[config.mk]
export PLATFORM = sky130hd
export DESIGN_NAME = inst_prefetch_buf
export DESIGN_NICKNAME = d
export VERILOG_FILES = /design/src/rtl/riscv_defs.sv /design/src/rtl/sync_fifo.sv /design/src/rtl/inst_prefetch_buf.sv
export SDC_FILE = /design/constraint.sdc
export NUM_CORES = 1
export LEC_CHECK = 0
export CAP_MARGIN = 25
export CORE_ASPECT_RATIO = 0.6
export CORE_MARGIN = 10
export CORE_UTILIZATION = 54
export CTS_BUF_LIST = sky130_fd_sc_hd__clkbuf_8
export DETAILED_ROUTE_END_ITERATION = 6
export PLACE_DENSITY = 0.9
export REMOVE_ABC_BUFFERS = 1
export SETUP_SLACK_MARGIN = 0.2
export SYNTH_ARGS = -nofsm -noshare
export SYNTH_HDL_FRONTEND = slang
export SYNTH_SLANG_ARGS = --single-unit
export TNS_END_PERCENT = 20
[constraint.sdc]
create_clock -name clk -period 3.9 [get_ports clk]
set_input_delay 0.78 -clock clk [delete_from_list [all_inputs] [get_ports clk]]
set_output_delay 0.78 -clock clk [all_outputs]
set_load 0.01 [all_outputs]
[src/rtl/riscv_defs.sv]
// Shared constants and types for the instruction-fetch path.
// Word addresses drop the two byte-offset bits, giving a 30-bit address space.
package riscv_defs;

    localparam logic [31:0] INST_NOP       = 32'h0000_0013;
    localparam logic [31:0] RESET_ADDR_DEF = 32'h0000_0000;
    localparam int          WADDR_W        = 30;
    localparam int          INST_W         = 32;
    localparam int          ENTRY_W        = WADDR_W + INST_W;

    typedef logic [WADDR_W-1:0] waddr_t;

    typedef struct packed {
        waddr_t              addr;
        logic [INST_W-1:0]   inst;
    } pf_entry_t;

    typedef enum logic {
        PF_RUN   = 1'b0,
        PF_FLUSH = 1'b1
    } pf_state_e;

    function automatic logic [31:0] byte_of(input waddr_t waddr);
        return {waddr, 2'b00};
    endfunction

endpackage

[src/rtl/sync_fifo.sv]
// Small synchronous FIFO with a combinational head view, same-cycle push+pop
// and a synchronous clear that discards both the contents and that cycle's push/pop.
module sync_fifo
    import riscv_defs::*;
#(
    parameter int DEPTH = 4,
    parameter int WIDTH = ENTRY_W
) (
    input  logic                       clk,
    input  logic                       rst,
    input  logic                       i_clr,
    input  logic                       i_push,
    input  logic [WIDTH-1:0]           i_push_data,
    input  logic                       i_pop,
    output logic [$clog2(DEPTH):0]     o_count,
    output logic [WIDTH-1:0]           o_head
);

    localparam int PTR_W = $clog2(DEPTH);
    localparam int CNT_W = PTR_W + 1;

    logic [WIDTH-1:0] r_mem [DEPTH];
    logic [PTR_W-1:0] r_wptr;
    logic [PTR_W-1:0] r_rptr;
    logic [CNT_W-1:0] r_count;
    logic             w_push;
    logic             w_pop;

    assign w_push = i_push & ~i_clr;
    assign w_pop  = i_pop & ~i_clr & (r_count != '0);

    always_ff @(posedge clk or posedge rst) begin
        if (rst) begin
            r_wptr  <= '0;
            r_rptr  <= '0;
            r_count <= '0;
        end else if (i_clr) begin
            r_wptr  <= '0;
            r_rptr  <= '0;
            r_count <= '0;
        end else begin
            if (w_push) r_wptr <= r_wptr + 1'b1;
            if (w_pop)  r_rptr <= r_rptr + 1'b1;
            case ({w_push, w_pop})
                2'b10:   r_count <= r_count + 1'b1;
                2'b01:   r_count <= r_count - 1'b1;
                default: r_count <= r_count;
            endcase
        end
    end

    // Storage needs no reset: only entries below r_count are ever observed.
    always_ff @(posedge clk) begin
        if (w_push) r_mem[r_wptr] <= i_push_data;
    end

    assign o_head  = r_mem[r_rptr];
    assign o_count = r_count;

    a_no_push_when_full: assert property (
        @(posedge clk) disable iff (rst) !(w_push && r_count == CNT_W'(DEPTH))
    );

endmodule

[src/rtl/inst_prefetch_buf.sv]
// Sequential instruction prefetcher: keeps up to DEPTH words (stored + in flight)
// ahead of the core's PC, serves hits from the FIFO head and refetches on a jump.
module inst_prefetch_buf
    import riscv_defs::*;
#(
    parameter int          DEPTH      = 4,
    parameter logic [31:0] RESET_ADDR = RESET_ADDR_DEF,
    parameter logic [31:0] NOP_INST   = INST_NOP
) (
    input  logic        clk,
    input  logic        rst,
    input  logic [31:0] pc_addr_i,
    input  logic        hold_i,
    output logic [31:0] inst_o,
    output logic        inst_valid_o,
    output logic        stall_o,
    output logic        mem_req_o,
    output logic [31:0] mem_addr_o,
    input  logic        mem_gnt_i,
    input  logic        mem_rvalid_i,
    input  logic [31:0] mem_rdata_i,
    output logic        dbg_state_o
);

    localparam int             CNT_W      = $clog2(DEPTH) + 1;
    localparam logic [CNT_W:0] CREDIT_MAX = (CNT_W + 1)'(DEPTH);

    // Memory handshake: a request transfers on a cycle with mem_req_o & mem_gnt_i;
    // mem_req_o/mem_addr_o hold until then. Each request returns exactly one
    // mem_rvalid_i pulse, in issue order, on a later cycle.

    pf_state_e        r_state;
    pf_state_e        w_state_nxt;
    waddr_t           r_fetch_waddr;
    waddr_t           r_resp_waddr;
    logic [CNT_W-1:0] r_outstanding;
    logic [CNT_W-1:0] r_discard;

    waddr_t           w_fetch_nxt;
    waddr_t           w_resp_nxt;
    logic [CNT_W-1:0] w_out_nxt;
    logic [CNT_W-1:0] w_discard_nxt;

    waddr_t           w_pc_waddr;
    logic [CNT_W-1:0] w_count;
    pf_entry_t        w_head;
    pf_entry_t        w_push_entry;
    logic             w_hit;
    logic             w_flush;
    logic             w_pop;
    logic             w_push;
    logic             w_req;
    logic             w_issue;
    logic             w_credit_ok;
    logic             w_unused;

    assign w_pc_waddr = pc_addr_i[31:2];
    assign w_unused   = &{1'b0, pc_addr_i[1:0]};

    sync_fifo #(
        .DEPTH (DEPTH),
        .WIDTH (ENTRY_W)
    ) u_fifo (
        .clk         (clk),
        .rst         (rst),
        .i_clr       (w_flush),
        .i_push      (w_push),
        .i_push_data (w_push_entry),
        .i_pop       (w_pop),
        .o_count     (w_count),
        .o_head      (w_head)
    );

    assign w_hit = (w_count != '0) && (w_head.addr == w_pc_waddr);

    // An empty FIFO only counts as a miss when the PC is not the next word
    // already on its way; otherwise the core simply waits for it.
    assign w_flush = (w_count != '0) ? !w_hit : (w_pc_waddr != r_resp_waddr);

    assign w_pop        = w_hit & ~hold_i;
    assign w_push       = mem_rvalid_i & (r_discard == '0) & ~w_flush;
    assign w_push_entry = '{addr: r_resp_waddr, inst: mem_rdata_i};
    assign w_credit_ok  = ({1'b0, w_count} + {1'b0, r_outstanding}) < CREDIT_MAX;
    assign w_issue      = w_req & mem_gnt_i;

    always_comb begin
        w_out_nxt     = r_outstanding + CNT_W'(w_issue) - CNT_W'(mem_rvalid_i);
        w_discard_nxt = r_discard;
        w_fetch_nxt   = r_fetch_waddr;
        w_resp_nxt    = r_resp_waddr;
        if (w_flush) begin
            // Everything still in flight after this edge (including a request
            // granted right now) belongs to the abandoned stream.
            w_discard_nxt = w_out_nxt;
            w_fetch_nxt   = w_pc_waddr;
            w_resp_nxt    = w_pc_waddr;
        end else begin
            if (mem_rvalid_i && r_discard != '0) w_discard_nxt = r_discard - 1'b1;
            if (w_issue) w_fetch_nxt = r_fetch_waddr + 1'b1;
            if (w_push)  w_resp_nxt  = r_resp_waddr + 1'b1;
        end
    end

    always_ff @(posedge clk or posedge rst) begin
        if (rst) begin
            r_fetch_waddr <= RESET_ADDR[31:2];
            r_resp_waddr  <= RESET_ADDR[31:2];
            r_outstanding <= '0;
            r_discard     <= '0;
        end else begin
            r_fetch_waddr <= w_fetch_nxt;
            r_resp_waddr  <= w_resp_nxt;
            r_outstanding <= w_out_nxt;
            r_discard     <= w_discard_nxt;
        end
    end

    always_ff @(posedge clk or posedge rst) begin
        if (rst) r_state <= PF_RUN;
        else     r_state <= w_state_nxt;
    end

    always_comb begin
        w_state_nxt = r_state;
        case (r_state)
            PF_RUN:   if (w_flush && w_discard_nxt != '0) w_state_nxt = PF_FLUSH;
            PF_FLUSH: if (w_discard_nxt == '0)            w_state_nxt = PF_RUN;
            default:  w_state_nxt = PF_RUN;
        endcase
    end

    always_comb begin
        w_req = 1'b0;
        case (r_state)
            PF_RUN:   w_req = w_credit_ok;
            PF_FLUSH: w_req = 1'b0;
            default:  w_req = 1'b0;
        endcase
    end

    // Request and stall are forced low while rst is held so the pins show
    // their idle values immediately, not just after the registers settle.
    assign mem_req_o    = w_req & ~rst;
    assign mem_addr_o   = byte_of(r_fetch_waddr);
    assign inst_valid_o = w_hit;
    assign inst_o       = w_hit ? w_head.inst : NOP_INST;
    assign stall_o      = ~w_hit & ~rst;
    assign dbg_state_o  = r_state;

    a_rvalid_has_request: assert property (
        @(posedge clk) disable iff (rst) !(mem_rvalid_i && r_outstanding == '0)
    );

endmodule

==> results.md, run 1 <==
* Status: finished with violations
* Failing checks: negative setup slack
* Routed WL at 36,300 um
* Yosys cell types at 56
* Routed length per instance at 23.6 um
* Fmax at 0.242 GHz
* DRT Pass-1 Iters at 5
* Setup WS post-layout at -0.230 ns
* Final Hold Fails at 0
* Crit path kind: reg2out
* TritonCTS Sinks at 322
* Post-synth ARST share at 23.0%
* # DRC at 0
* WHS Endpoint: u_fifo.r_mem[2][61]$_DFFE_PP_
* Initial DRC count at 932
* Top_reg_cell synth: edfxtp_1
* Maximum VDD drop at 225 uV
* Worst R2R Setup Slack at 0.14 ns
* Die X at 231 um
* I/O pins at 137
* Area Growth Syn to Fin at 24.1%
* Number of global-route vias before repair at 9,172
* Initial Utilization at 54.7%
* Netlist Area Pre-Place at 14,400 sq um
* Total die area at 33,900 sq um
* # rows at 46
* Syn_area_per_cell at 16.1 sq um
* Top cells by area, synth: edfxtp_1, dfrtp_1, mux4_2
* DP HPWL at 24,600 um
* Crit Path Max Fanout at 8
* Synth cell count leaders: edfxtp_1, dfrtp_1, xnor2_1
* EDFF count, synth at 248
* Clk Latency, worst-skew pair at 0.59 ns
* HP Start: r_resp_waddr[29]$_DFFE_PP0P_
* Hold/Removal Path Class: reg2reg
* Vias/cell at 5.74
* Max Slew Vio Count at 0
* Layout cells sized above 1 at 26.0%
* CP cell instances: buf_12 -> buf_12 -> mux4_2 -> xnor2_2 -> nand4_1 -> nor2_2 -> buf_4 -> nand4_1 -> buf_6 -> buf_12 -> or2_1 -> buf_2
* RSZ-0062 raised after global routing: yes
* Cell area power density at 389 nW/um^2
* Setup TNS at -5.13 ns
* Antenna diodes at 0
* Worst clock skew at 0.0312 ns
* Hold Path Depth at 0
* Leakage at 6.39 nW
* Max-cap violations at 0
* Setup violations, final at 34
* Slowest cell on crit path: dfrtp_4
* Remaining global-route overflow at 0
* CP Buf/Inv Count at 6
* Crit path required time at 3.12 ns
* Slowest stage delay, CP at 0.53 ns
* Nets@finish at 1,223
* Largest area contributor in the netlist: edfxtp_1
* Most common cell on crit path: buf_12
* Syn Inst Count at 896
* Die Y at 147 um
* Core Region at 26,400 sq um
* Gpl congestion at 0.922
* Clk buf depth at 3
* H-Tree Depth at 2
* Worst R2R Path Depth at 15
* CTS tree: built
* # port buffers at 132
* Total Routing Usage GR at 21.1%
* Worst reg2reg path endpoint: u_fifo.o_count[1]$_DFFE_PP0P_
* Share of the synthesized area in the top cell type at 51.6%
* Min Tclk post-route at 4.13 ns
* #FFs+latches synth at 322
* Initial antenna violation count at 0
* CP Data Arrival Time at 3.35 ns
* Global-route wire length before repair at 54,800 um
* Ys Warns at 0
* Final worst-path cycle share at 106%
* Crit path max-delay family: buffers and inverters
* Final ANT Viol Nets at 0
* Crit end category: primary output
* CTS Root Cell: clkbuf_8
* Cts bufs inserted at 46
* Worst hold slack at 0.611 ns
* Sequential fraction of the synthesis area at 64.5%
* R2r startpoint: u_fifo.r_rptr[0]$_DFFE_PP0P_
* Pin count of the biggest net entering global routing at 75
* Reg clk slew, reported paths at 0.07 ns
* Most common cell in the netlist: edfxtp_1
* Type of origin of the critical path: register
* Via count at 8,814
==> worst max path at each step <==
stage                                       from                           end  slack, ns  depth (start not counted)
global route        u_fifo.r_rptr[0]$_DFFE_PP0P_                     inst_o[1]      -0.34                         11
global placement                    pc_addr_i[3]                     inst_o[1]      -0.26                          9
detailed placement                  pc_addr_i[3]                     inst_o[1]      -0.30                          9
finish              u_fifo.r_rptr[0]$_DFFE_PP0P_                     inst_o[1]      -0.23                         12
CTS                 u_fifo.r_rptr[0]$_DFFE_PP0P_                     inst_o[0]      -0.23                         12
floorplan           u_fifo.r_rptr[0]$_DFFE_PP0P_  u_fifo.r_mem[0][0]$_DFFE_PP_      -4.88                          7
==> logic make-up (layout without fill, tap and decap cells) <==
group	Yosys count	count (layout)	share of synthesized area, %
multiplexers	151	151	15.8
flip-flops	322	322	64.5
AND/OR/NAND/NOR	202	202	7.58
buffers and inverters	64	343	2.33
AO/OA/AOI/OAI	29	29	1.54
adder cells (fa/ha/maj)	15	15	1.41
XOR/XNOR	112	112	6.80
other	1	2	0.0260
==> report_power, final <==
part	total, mW	switching [mW]	internal, mW
clock	2.52	1.27	1.25
combinational	0.566	0.278	0.288
sequential	3.87	0.105	3.77
total	6.96	1.65	5.31
==> metal layers <==
| layer | global-route usage (%) | routed length (um) | vias up |
|---|---|---|---|
| li1 | - | - | 3888 |
| met1 | 28.8 | 15700 | 4501 |
| met2 | 31.9 | 16500 | 362 |
| met3 | 7.00 | 3460 | 63 |
| met4 | 5.31 | 667 | 0 |
| met5 | 0 | 0 | - |
==> final cells by class <==
cell class / instances / area, sq um
multi-input combinational: 511 / 4950
inverter: 27 / 105
fill: 1796 / 8470
clock buffer: 50 / 688
tap: 360 / 450
clock inverter: 35 / 174
sequential: 322 / 9310
timing repair buffer: 231 / 2210
==> flip-flops by register name, indices dropped and copies added, names as in the netlist <==
register,flops
u_fifo.r_wptr,2
u_fifo.o_count,3
r_fetch_waddr,30
r_discard,3
r_resp_waddr,30
r_outstanding,3
u_fifo.r_rptr,2
u_fifo.r_mem,248
dbg_state_o,1
==> layout by cell type, fill, tap and decap left out, types with 6 or more instances in the layout <==
master,n
nor2b_1,18
xor2_1,50
edfxtp_1,248
nor4_1,8
buf_4,78
nand2b_1,7
clkinv_2,6
mux2_2,23
mux4_2,55
dfrtp_1,72
and3_1,9
nand3_1,17
inv_1,43
nor3_1,13
mux2i_1,34
nand2_1,36
ha_1,12
and2_1,7
buf_2,22
mux2_1,38
nor2_1,29
buf_6,15
clkbuf_8,50
nand4_1,24
buf_12,15
nor2b_4,11
clkinv_1,8
clkdlybuf4s50_1,98
xnor2_1,57
==> timing repair <==
| action | in CTS | in global routing |
|---|---|---|
| endpoints found under the setup margin | 36 | 208 |
| cloned | 1 | 1 |
| hold buffers | 0 | 0 |
| gates resized for setup | 147 | 36 |
| setup buffers | 4 | 4 |
| pin swaps | 8 | 10 |
==> metrics by stage <==
| step | util (%) | total power, mW | cells | setup WS, ns | instance area (sq um) |
|---|---|---|---|---|---|
| finish | 67.9 | 6.96 | 1536 | -0.230 | 17900 |
| CTS | 66.9 | 7.01 | 1531 | -0.232 | 17600 |
| detailed placement | 63.8 | 4.49 | 1441 | -0.301 | 16800 |
| global placement | 63.8 | 4.47 | 1441 | -0.259 | 16800 |
| floorplan | - | 4.20 | 860 | -4.88 | 14200 |
| global route | 67.9 | 7.23 | 1536 | -0.337 | 17900 |
Power figures use the tool's default switching activity.
==> inputs of run 2 (changes only) <==
--- a/config.mk
+++ b/config.mk
@@ -14,6 +14,8 @@
 export PLACE_DENSITY = 0.9
 export REMOVE_ABC_BUFFERS = 1
 export SETUP_SLACK_MARGIN = 0.2
+export SKIP_LAST_GASP = 1
+export SLEW_MARGIN = 20
 export SYNTH_ARGS = -nofsm -noshare
 export SYNTH_HDL_FRONTEND = slang
 export SYNTH_SLANG_ARGS = --single-unit
==> results.md, run 2 (synthesis gave the netlist of run 1 again) <==
* R2r startpoint: u_fifo.r_rptr[1]$_DFFE_PP0P_
* # port buffers at 132
* Max reg flops at 248
* Setup violations, final at 34
* Worst clock skew at 0.0297 ns
* Hold Path Depth at 1
* Final ANT Viol Nets at 0
* Pre-CTS setup slack at -0.301 ns
* I/O pins at 137
* Max-cap violations at 0
* Crit end category: primary output
* Crit Path Max Fanout at 13
* Leakage at 6.39 nW
* Register cell area after layout at 9310 sq um
* Gpl congestion at 0.922
* Hold/Removal Path Class: reg2reg
* DP HPWL at 24,600 um
* Pin count of the biggest net entering global routing at 75
* Clk buf depth at 3
* Worst R2R Setup Slack at 0.10 ns
* TritonCTS Sinks at 322
* Area of the multi-input gates at 4960 sq um
* Die X at 231 um
* H-Tree Depth at 2
* Final worst-path cycle share at 105%
* CP Data Arrival Time at 3.33 ns
* Reg clk slew, reported paths at 0.07 ns
* Cell area power density at 390 nW/um^2
* Layout cells sized above 1 at 26.2%
* HP Start: r_outstanding[1]$_DFF_PP0_
* Area Growth Syn to Fin at 23.9%
* Remaining global-route overflow at 0
* Number of global-route vias before repair at 9,159
* Setup WS post-layout at -0.210 ns
* Crit path required time at 3.12 ns
* Vias/cell at 5.73
* Most frequent cells in the layout: edfxtp_1, clkdlybuf4s50_1, buf_4, dfrtp_1, xnor2_1
* Largest Register: u_fifo.r_mem
* Worst R2R Path Depth at 17
* Fmax at 0.243 GHz
* Global-route wire length before repair at 54,700 um
* DRT Pass-1 Iters at 5
* Type of origin of the critical path: register
* Status: finished with violations
* Net Sw Frac at 23.8%
* Most common cell after layout, fill and taps aside: edfxtp_1
* Worst reg2reg path endpoint: u_fifo.o_count[2]$_DFFE_PP0P_
* Largest regs: u_fifo.r_mem (248), r_fetch_waddr (30), r_resp_waddr (30)
* FILL cells at 1,797
* WHS Endpoint: r_outstanding[2]$_DFF_PP0_
* Failing checks: negative setup slack
* Clock share of power at 36.3%
* Core Region at 26,400 sq um
* # DRC at 0
* Hold_buf cts at 0
* Placed cell area at 16,800 sq um
* Total die area at 33,900 sq um
* Maximum VDD drop at 226 uV
* Initial antenna violation count at 1
* # rows at 46
* Non-Filler Instances at 1,537
* Sequential share of power at 55.6%
* Initial DRC count at 875
* Gate power share at 8.1%
* Final core area utilization at 67.8%
* Max Slew Vio Count at 0
* Routed length per instance at 23.7 um
* Initial Utilization at 54.7%
* Cts bufs inserted at 46
* Crit path kind: reg2out
* Min Tclk post-route at 4.11 ns
* RSZ-0062 raised after global routing: yes
* Final Hold Fails at 0
* Total Routing Usage GR at 21.1%
* Die Y at 147 um
* CTS tree: built
* Total power at 6.97 mW
* Psw at 1.66 mW
* Via count at 8,814
* Setup TNS at -4.52 ns
* Placed cell count at 1,441
* Worst hold slack at 0.612 ns
* Nets@finish at 1,223
* Clk Latency, worst-skew pair at 0.58 ns
* CTS Root Cell: clkbuf_8
* Routed WL at 36,400 um
* Final Instance Area at 17,900 sq um
* P_int at 5.31 mW
[run 2: changes by cell type in the layout (fill, tap and decap cells not counted), sizes merged]
cell    before  now
buf        132  131
clkbuf      51   52
diode        0    1
[run 2: how the worst max path moves through the flow]
| stage | cells after the start | end | from | slack, ns |
|---|---|---|---|---|
| 4_1_cts | 12 | inst_o[14] | u_fifo.r_rptr[0]$_DFFE_PP0P_ | -0.24 |
| 5_1_grt | 11 | inst_o[1] | u_fifo.r_rptr[0]$_DFFE_PP0P_ | -0.34 |
| 2_1_floorplan | 7 | u_fifo.r_mem[0][0]$_DFFE_PP_ | u_fifo.r_rptr[0]$_DFFE_PP0P_ | -4.88 |
| 6_report | 11 | inst_o[1] | u_fifo.r_rptr[1]$_DFFE_PP0P_ | -0.21 |
| 3_5_place_dp | 9 | inst_o[1] | pc_addr_i[3] | -0.30 |
| 3_3_place_gp | 9 | inst_o[1] | pc_addr_i[3] | -0.26 |
[run 2: final cells by class]
type | instances | share of cell area [%]
repair buffers | 231 | 12.2
inverters | 27 | 0.588
multi-input cells | 511 | 27.8
diodes | 1 | 0.0140
well taps | 360 | 2.52
flip-flops and latches | 322 | 52.1
clock inverters | 35 | 0.973
clock buffers | 50 | 3.85
[run 2: critical path, cell delays in order (launching register included)]
cell      delay (ns)
dfrtp_4         0.60
buf_12          0.20
mux2i_1         0.16
a221oi_1        0.37
buf_4           0.19
o211ai_1        0.08
nor3_1          0.31
nand4_1         0.15
buf_6           0.18
buf_12          0.15
or2_1           0.21
buf_2           0.14
[run 2: per-layer routing]
layer	track usage [%]	share of wire, %
met3	7.04	9.7
met1	28.8	43
met5	0	0
met4	5.31	2.2
met2	31.8	45
[run 2: repair_timing]
item,in CTS,in global routing
cloned,1,1
resized for setup,120,59
pin swaps,5,14
hold endpoints to repair,0,0
setup buffers,4,4
setup endpoints to repair,36,191
[run 2: power groups by stage]
stage / clock [mW] / combinational [mW] / sequential [mW]
floorplan: 0 / 0.282 / 3.92
global placement: 0 / 0.533 / 3.93
detailed placement: 0 / 0.554 / 3.94
CTS: 2.58 / 0.561 / 3.87
global route: 2.73 / 0.622 / 3.88
finish: 2.53 / 0.567 / 3.87
